===== src/rtl/jk_excitation_driver.sv =====
// Write-side driver for a bank of gated JK latches: turns a target word into
// excitation J/K plus an EN strobe, verifies readback, retries, then flags error.
module jk_excitation_driver #(
    parameter int WIDTH     = 4,
    parameter int SETTLE    = 2,
    parameter int MAX_RETRY = 3
) (
    input  logic             CLK,
    input  logic             RST,
    input  logic             start,
    input  logic [WIDTH-1:0] target,
    output logic             ready,
    output logic             done,
    output logic             error,
    output logic [1:0]       retries,
    output logic             EN,
    output logic [WIDTH-1:0] J,
    output logic [WIDTH-1:0] K,
    input  logic [WIDTH-1:0] Q
);

    localparam int CNT_W = (SETTLE > 1) ? $clog2(SETTLE) : 1;
    localparam logic [CNT_W-1:0] CNT_LAST = CNT_W'(SETTLE - 1);
    localparam logic [1:0] RETRY_LIMIT = 2'(MAX_RETRY);

    typedef enum logic [2:0] {S_IDLE, S_DRIVE, S_HOLD, S_CHECK, S_ERROR} state_t;

    state_t           state_q, state_d;
    logic [CNT_W-1:0] cnt_q, cnt_d;
    logic [WIDTH-1:0] tgt_q, tgt_d;
    logic [WIDTH-1:0] j_q, j_d, k_q, k_d;
    logic             en_q, en_d;
    logic             done_q, done_d;
    logic             err_q, err_d;
    logic [1:0]       retr_q, retr_d;
    logic             accept;
    logic             match;

    assign accept = ((state_q == S_IDLE) || (state_q == S_ERROR)) && start;
    assign match  = (Q == tgt_q);

    always_ff @(posedge CLK or posedge RST) begin
        if (RST) begin
            state_q <= S_IDLE;
            cnt_q   <= '0;
            tgt_q   <= '0;
            en_q    <= 1'b0;
            j_q     <= '0;
            k_q     <= '0;
            done_q  <= 1'b0;
            err_q   <= 1'b0;
            retr_q  <= 2'd0;
        end else begin
            state_q <= state_d;
            cnt_q   <= cnt_d;
            tgt_q   <= tgt_d;
            en_q    <= en_d;
            j_q     <= j_d;
            k_q     <= k_d;
            done_q  <= done_d;
            err_q   <= err_d;
            retr_q  <= retr_d;
        end
    end

    always_comb begin
        state_d = state_q;
        cnt_d   = cnt_q;
        case (state_q)
            S_IDLE, S_ERROR: begin
                if (start) begin
                    state_d = S_DRIVE;
                    cnt_d   = '0;
                end
            end
            S_DRIVE: begin
                if (cnt_q == CNT_LAST) state_d = S_HOLD;
                else                   cnt_d   = cnt_q + 1'b1;
            end
            S_HOLD:  state_d = S_CHECK;
            S_CHECK: begin
                if (match) begin
                    state_d = S_IDLE;
                end else if (retr_q < RETRY_LIMIT) begin
                    state_d = S_DRIVE;
                    cnt_d   = '0;
                end else begin
                    state_d = S_ERROR;
                end
            end
            default: state_d = S_IDLE;
        endcase
    end

    // Registered-output next values; J/K latch the excitation from Q at DRIVE entry
    // and never assert both on one bit, since ~Q&tgt and Q&~tgt are disjoint.
    always_comb begin
        tgt_d  = tgt_q;
        en_d   = 1'b0;
        j_d    = '0;
        k_d    = '0;
        done_d = 1'b0;
        err_d  = err_q;
        retr_d = retr_q;
        if (accept) begin
            tgt_d  = target;
            err_d  = 1'b0;
            retr_d = 2'd0;
        end
        if (state_q == S_CHECK) begin
            if (match)                  done_d = 1'b1;
            else if (state_d == S_DRIVE) retr_d = retr_q + 2'd1;
            else                        err_d  = 1'b1;
        end
        if (state_d == S_DRIVE) begin
            en_d = 1'b1;
            if (state_q == S_DRIVE) begin
                j_d = j_q;
                k_d = k_q;
            end else begin
                j_d = ~Q & tgt_d;
                k_d = Q & ~tgt_d;
            end
        end
    end

    assign ready   = (state_q == S_IDLE) || (state_q == S_ERROR);
    assign done    = done_q;
    assign error   = err_q;
    assign retries = retr_q;
    assign EN      = en_q;
    assign J       = j_q;
    assign K       = k_q;

endmodule


===== config.mk =====
export PLATFORM = sky130hd
export DESIGN_NAME = jk_excitation_driver
export DESIGN_NICKNAME = d
export VERILOG_FILES = /design/src/rtl/jk_excitation_driver.sv
export SDC_FILE = /design/constraint.sdc
export NUM_CORES = 1
export LEC_CHECK = 0
export ABC_CLOCK_PERIOD_IN_PS = 1850
export CAP_MARGIN = 5
export CORE_UTILIZATION = 34
export CTS_BUF_LIST = sky130_fd_sc_hd__clkbuf_4
export DETAILED_ROUTE_END_ITERATION = 10
export HOLD_SLACK_MARGIN = 0.1
export PLACE_DENSITY_LB_ADDON = 0.12
export RECOVER_POWER = 25
export SYNTH_ARGS = -nofsm -noshare
export SYNTH_HDL_FRONTEND = slang
export SYNTH_SLANG_ARGS = --single-unit

===== constraint.sdc =====
create_clock -name CLK -period 1.85 [get_ports CLK]
set_input_delay 0.2775 -clock CLK [delete_from_list [all_inputs] [get_ports CLK]]
set_output_delay 0.2775 -clock CLK [all_outputs]
set_load 0.02 [all_outputs]

# Word level (Yosys, flattened, before mapping)
# Cells that the tools add are included.
# word_totals
register_bits	21
in_bits	11
out_inout_bits	14
word_cells	58
# classes
n_addsub	2
n_lt_le_gt_ge	1
eq_ne	10
n_mux	26
bitwise_logic	4
reduce_logical	6
# ops
op	n
two-way mux 4 bit	5
two-way mux 3 bit	4
case mux 3 bit (4 select lines)	1
two-way mux 1 bit	11
bitwise AND 4 bit	2
two-way mux 2 bit	4
!= test 2 bit (second input constant)	4
NOT 4 bit	2
== test 3 x 1 -> 1 bit (second input constant)	2
== test 3 x 2 -> 1 bit (second input constant)	2
== test 4 bit	1
AND reduction 4 bit	1
== test 3 bit (second input constant)	1
zero test 3 bit	1
case mux 1 bit (3 select lines)	1
nonzero test 3 bit	1
adder 2 x 1 -> 2 bit (second input constant)	1
less-than comparator 2 bit (second input constant)	1
OR reduction 2 bit	1
adder 1 bit (second input constant)	1
logical AND 1 bit	1
logical OR 1 bit	1

# Depth between registers and ports, before layout
# logic_depth
depth_word	8
ltp_mapped	6
mapped_depth_nobuf	5

# Worst setup path before layout
# Ideal clock, no wire load.
# synth_path
path_kind	reg2reg
start	reg state_q[1]
end	reg k_q[0] (netlist: K[0])
setup_time_ps	79
t_arrival_ps	1581
required_time_ps	1771
slack_ps	190
path_stages_with_launch	5
path_buffers	0
period_less_slack_ps	1660
path_cell_list	dfrtp_1 > nor3b_2 > mux2_2 > or3b_2 > a21oi_1
# synth_via
elab_chain_cells	8
word_cells_on_any_way	18
cone_classes	6 x eq/ne; 6 x mux; 2 x bitwise; 4 x reduce/logical
# synth_lines
item	line_no	source
from (decl)	28	state_t state_q, state_d;
from (signal assigned)	54	state_q <= state_d;
== test 3 bit or zero test 3 bit (tied branches)	39	assign accept = ((state_q == S_IDLE) || (state_q == S_ERROR)) && start;
logical OR 1 bit *	39	
logical AND 1 bit *	39	
two-way mux 4 bit *	105	if (accept) begin
via tgt_d[0]	30	logic [WIDTH-1:0] tgt_q, tgt_d;
NOT 4 bit *	122	k_d = Q & ~tgt_d;
bitwise AND 4 bit *	122	
two-way mux 4 bit *	117	if (state_q == S_DRIVE) begin
two-way mux 4 bit *	115	if (state_d == S_DRIVE) begin
to (signal assigned)	59	k_q <= k_d;
to (decl)	31	logic [WIDTH-1:0] j_q, j_d, k_q, k_d;
# The timed path passes the listed nets; every way through them passes the cells marked *. The select of a mux whose other input is x is not followed.
# A chain may end at the register's enable or synchronous reset.

# Final worst setup path
# layout_path
start	in start
end	reg k_q[1] (netlist: K[1])
# layout_via
elab_chain_cells	6
word_cells_on_any_way	10
cone_classes	2 x eq/ne; 5 x mux; 2 x bitwise; 1 x reduce/logical
# layout_lines
item	line_no	source
from (decl)	10	input logic start,
logical AND 1 bit	39	
two-way mux 4 bit	105	
via tgt_d[1]	30	
NOT 4 bit	122	
bitwise AND 4 bit	122	
two-way mux 4 bit	117	
two-way mux 4 bit	115	
# The timed path passes the listed nets, and every way through them passes these cells. The select of a mux whose other input is x is not followed.

==> results by group <==
Clock network
  • Htree depth: 1
  • Hold_buf cts: 0
  • CTS tree: yes
  • Worst-path clk slew: between 100 and 150 ps
  • Setup Fix Bufs, Post-CTS: 0
  • Clk root buf: clkbuf_4
  • CTS Sinks: 21
  • Clk_lat worst skew: 300 ps
  • Post-CTS Resized: 1
  • CTS Buf Count: 3
  • Max Buffers Root-to-Sink: 2

Route
  • DRC violations left: 0
  • Via/cell ratio: ~5.0
  • DR vias: approximately 820
  • Routed WL per cell: 13.5 microns
  • Drt first pass iters: 4
  • Post-Route WL: 2220 microns
  • Antenna-violating nets left: 0
  • DRT iter0 DRCs: 9

Timing
  • FMAX: 574 MHz
  • Setup tns final: 0 ps
  • Clock Skew: 11.5 ps
  • RSZ-0062 raised after global routing: no
  • Final hold violations: 0
  • Period utilization: between 90% and 100%
  • Minimum clock period: between 1500 and 2000 ps
  • Slew HR: ~24%
  • Fin. max-slew vios: 0
  • Hold WS: about 490 ps
  • Slew @ Worst Pin: around 1100 ps
  • Final Setup Violations: 0

Floorplanning
  • Row count: 19
  • Die area: 3270 sq um
  • Die Span X: 57.2 microns
  • Core area: approximately 2800 sq um
  • Initial Util: between 30% and 40%
  • Ports: 25
  • Die H: between 50 and 60 microns

Layout
  • Share of cells above drive strength 1: 24.8%
  • Final std cells w/o fill: 164
  • Most frequent cells in the layout: 22 x clkdlybuf4s50_1, 21 x dfrtp_1, 14 x buf_4
  • Area growth syn-to-layout: 40.5%
  • Final instance area: between 1000 and 1500 sq um
  • ANT cells: 0
  • Nets: roughly 150
  • Commonest non-fill, non-tap cell in the layout: clkdlybuf4s50_1

Run
  • MaxCap Viol Count: 0

Synthesis
  • Ys Warns: 0
  • Seq/Total Area, Yosys: between 50% and 60%
  • Mapped Nets: around 100
  • Unique masters post-synth: 30
  • Syn Area/Cell: 11.3 sq um
  • FF+latch count, synth: 21
  • Mapped cell area: about 1000 sq um
  • Post-synthesis instance total: roughly 90

Setup path
  • CP startpoint: start
  • Critical-path top delay cell: clkdlybuf4s50_1
  • Largest delay share family, worst path: buffers and inverters
  • Crit path DAT: ~2000 ps
  • R2r startpoint: state_q[1]
  • Crit start category: input port
  • CP Capture Type: flop
  • Critical path required time: around 2100 ps
  • Crit path largest cell delay: ~480 ps
  • Setup CP Type: in2reg
  • CP max FO: 4
  • Worst-path cell chain: clkdlybuf4s50_1, nor3b_2, buf_4, mux2_2, or3b_2, a21oi_1
  • Reg2Reg Setup Slack: about 140 ps
  • Crit path buffers/inverters: 2

Power
  • Pwr/cell area: about 1600 nW/um^2
  • Lkg Pwr: around 0.64 nW
  • Worst VDD drop: 0.000810 V

GRT
  • Initial antenna violation count: 0
  • Largest net degree at the start of global routing: 22
  • First-pass GRT wire length: between 3000 and 4000 microns
  • Number of global-route vias before repair: approximately 800
  • Grt ovf: 0
  • GRT Util Overall: between 10 and 15%

Hold path
  • Hold/Removal Path Class: reg2reg
  • Hold path start: error

Placement
  • Detail Placement HPWL: approximately 1600 microns
  • Count of buffers from port buffering: 24
  • Placed inst area: between 1000 and 1500 sq um
  • # placed instances: 160
  • Final RePlAce weighted congestion: about 0.73

Run status
  • Status: finished clean
-- sequential cells by signal (all words and copies together), names as in the netlist --
register	flops
EN	1
K	4
cnt_q	1
error	1
tgt_q	4
J	4
state_q	3
done	1
retries	2
-- Yosys cell counts --
cell type,instances,area (sq um)
o211ai_4,1,21.3
nor4_1,1,6.26
a21oi_1,5,25.0
o41a_1,1,11.3
o41ai_2,1,16.3
or3b_2,5,43.8
and3b_1,1,8.76
a22oi_1,4,30.0
nor2_1,10,37.5
and4b_1,1,10.0
nand2_1,8,30.0
o21a_1,1,7.51
nand2b_1,1,6.26
buf_2,3,15.0
nor3b_2,2,25.0
nor2b_1,3,18.8
o21ai_0,1,5.00
and2_1,1,6.26
dfrtp_1,21,526
o41ai_1,1,8.76
mux2i_1,2,20.0
or3b_1,1,8.76
and2b_1,1,7.51
a311oi_1,1,8.76
o311ai_0,1,8.76
ha_1,1,12.5
mux2_2,4,45.0
xor2_1,4,35.0
o311ai_2,1,16.3
inv_1,4,15.0
-- final timing paths --
kind | endpoint | cells past startpoint
max | K[1] | 6
min in group asynchronous | K[0] | 3
min | error | 2
max reg2reg | K[1] | 5
min reg2reg | error | 2
max in group asynchronous | K[3] | 3
-- report_power, final --
part | internal, mW | leakage (nW) | switching [mW] | total [mW]
Clock | 0.0806 | 0.0177 | 0.136 | 0.217
Sequential | 0.636 | 0.273 | 0.109 | 0.745
Combinational | 0.680 | 0.351 | 0.700 | 1.38
Total | 1.40 | 0.641 | 0.945 | 2.34
-- through the flow --
stage / power, mW / setup WS, ps / utilization (%)
2_1_floorplan: 1.53 / 190 / -
3_3_place_gp: 2.12 / -219 / 50.6
3_5_place_dp: 2.15 / -222 / 50.6
4_1_cts: 2.37 / 102 / 51.6
5_1_grt: 2.51 / 11.7 / 51.4
6_report: 2.34 / 107 / 51.4
-- final cells by class --
class	count	area, sq um
inverters	4	15.0
flip-flops and latches	21	526
repair buffers	40	368
multi-input cells	64	480
well taps	31	38.8
fillers	266	1370
clock inverters	1	5.00
clock buffers	3	22.5
-- cell families after synthesis --
group | share of synthesized area (%)
muxes | 6.28
and+or+nand+nor | 20.2
DFF | 50.7
buffers and inverters | 2.90
adders and majority gates | 1.21
AOI/OAI and AO/OA | 15.3
xor gates and xnor gates | 3.38
-- routing by layer --
metal	global-route usage, %	part of all wire (%)	vias up
met2	23.5	48	18
met5	0	0	-
li1	-	-	409
met1	19.4	47	390
met3	4.76	3.7	2
met4	3.14	0.99	0
-- tightest hold or removal path, stage by stage (launching register included) --
cell	delay, ps
dfrtp_1	360
nand2_1	50
nand2_1	60
No activity file was read; power rests on OpenSTA's default activity.
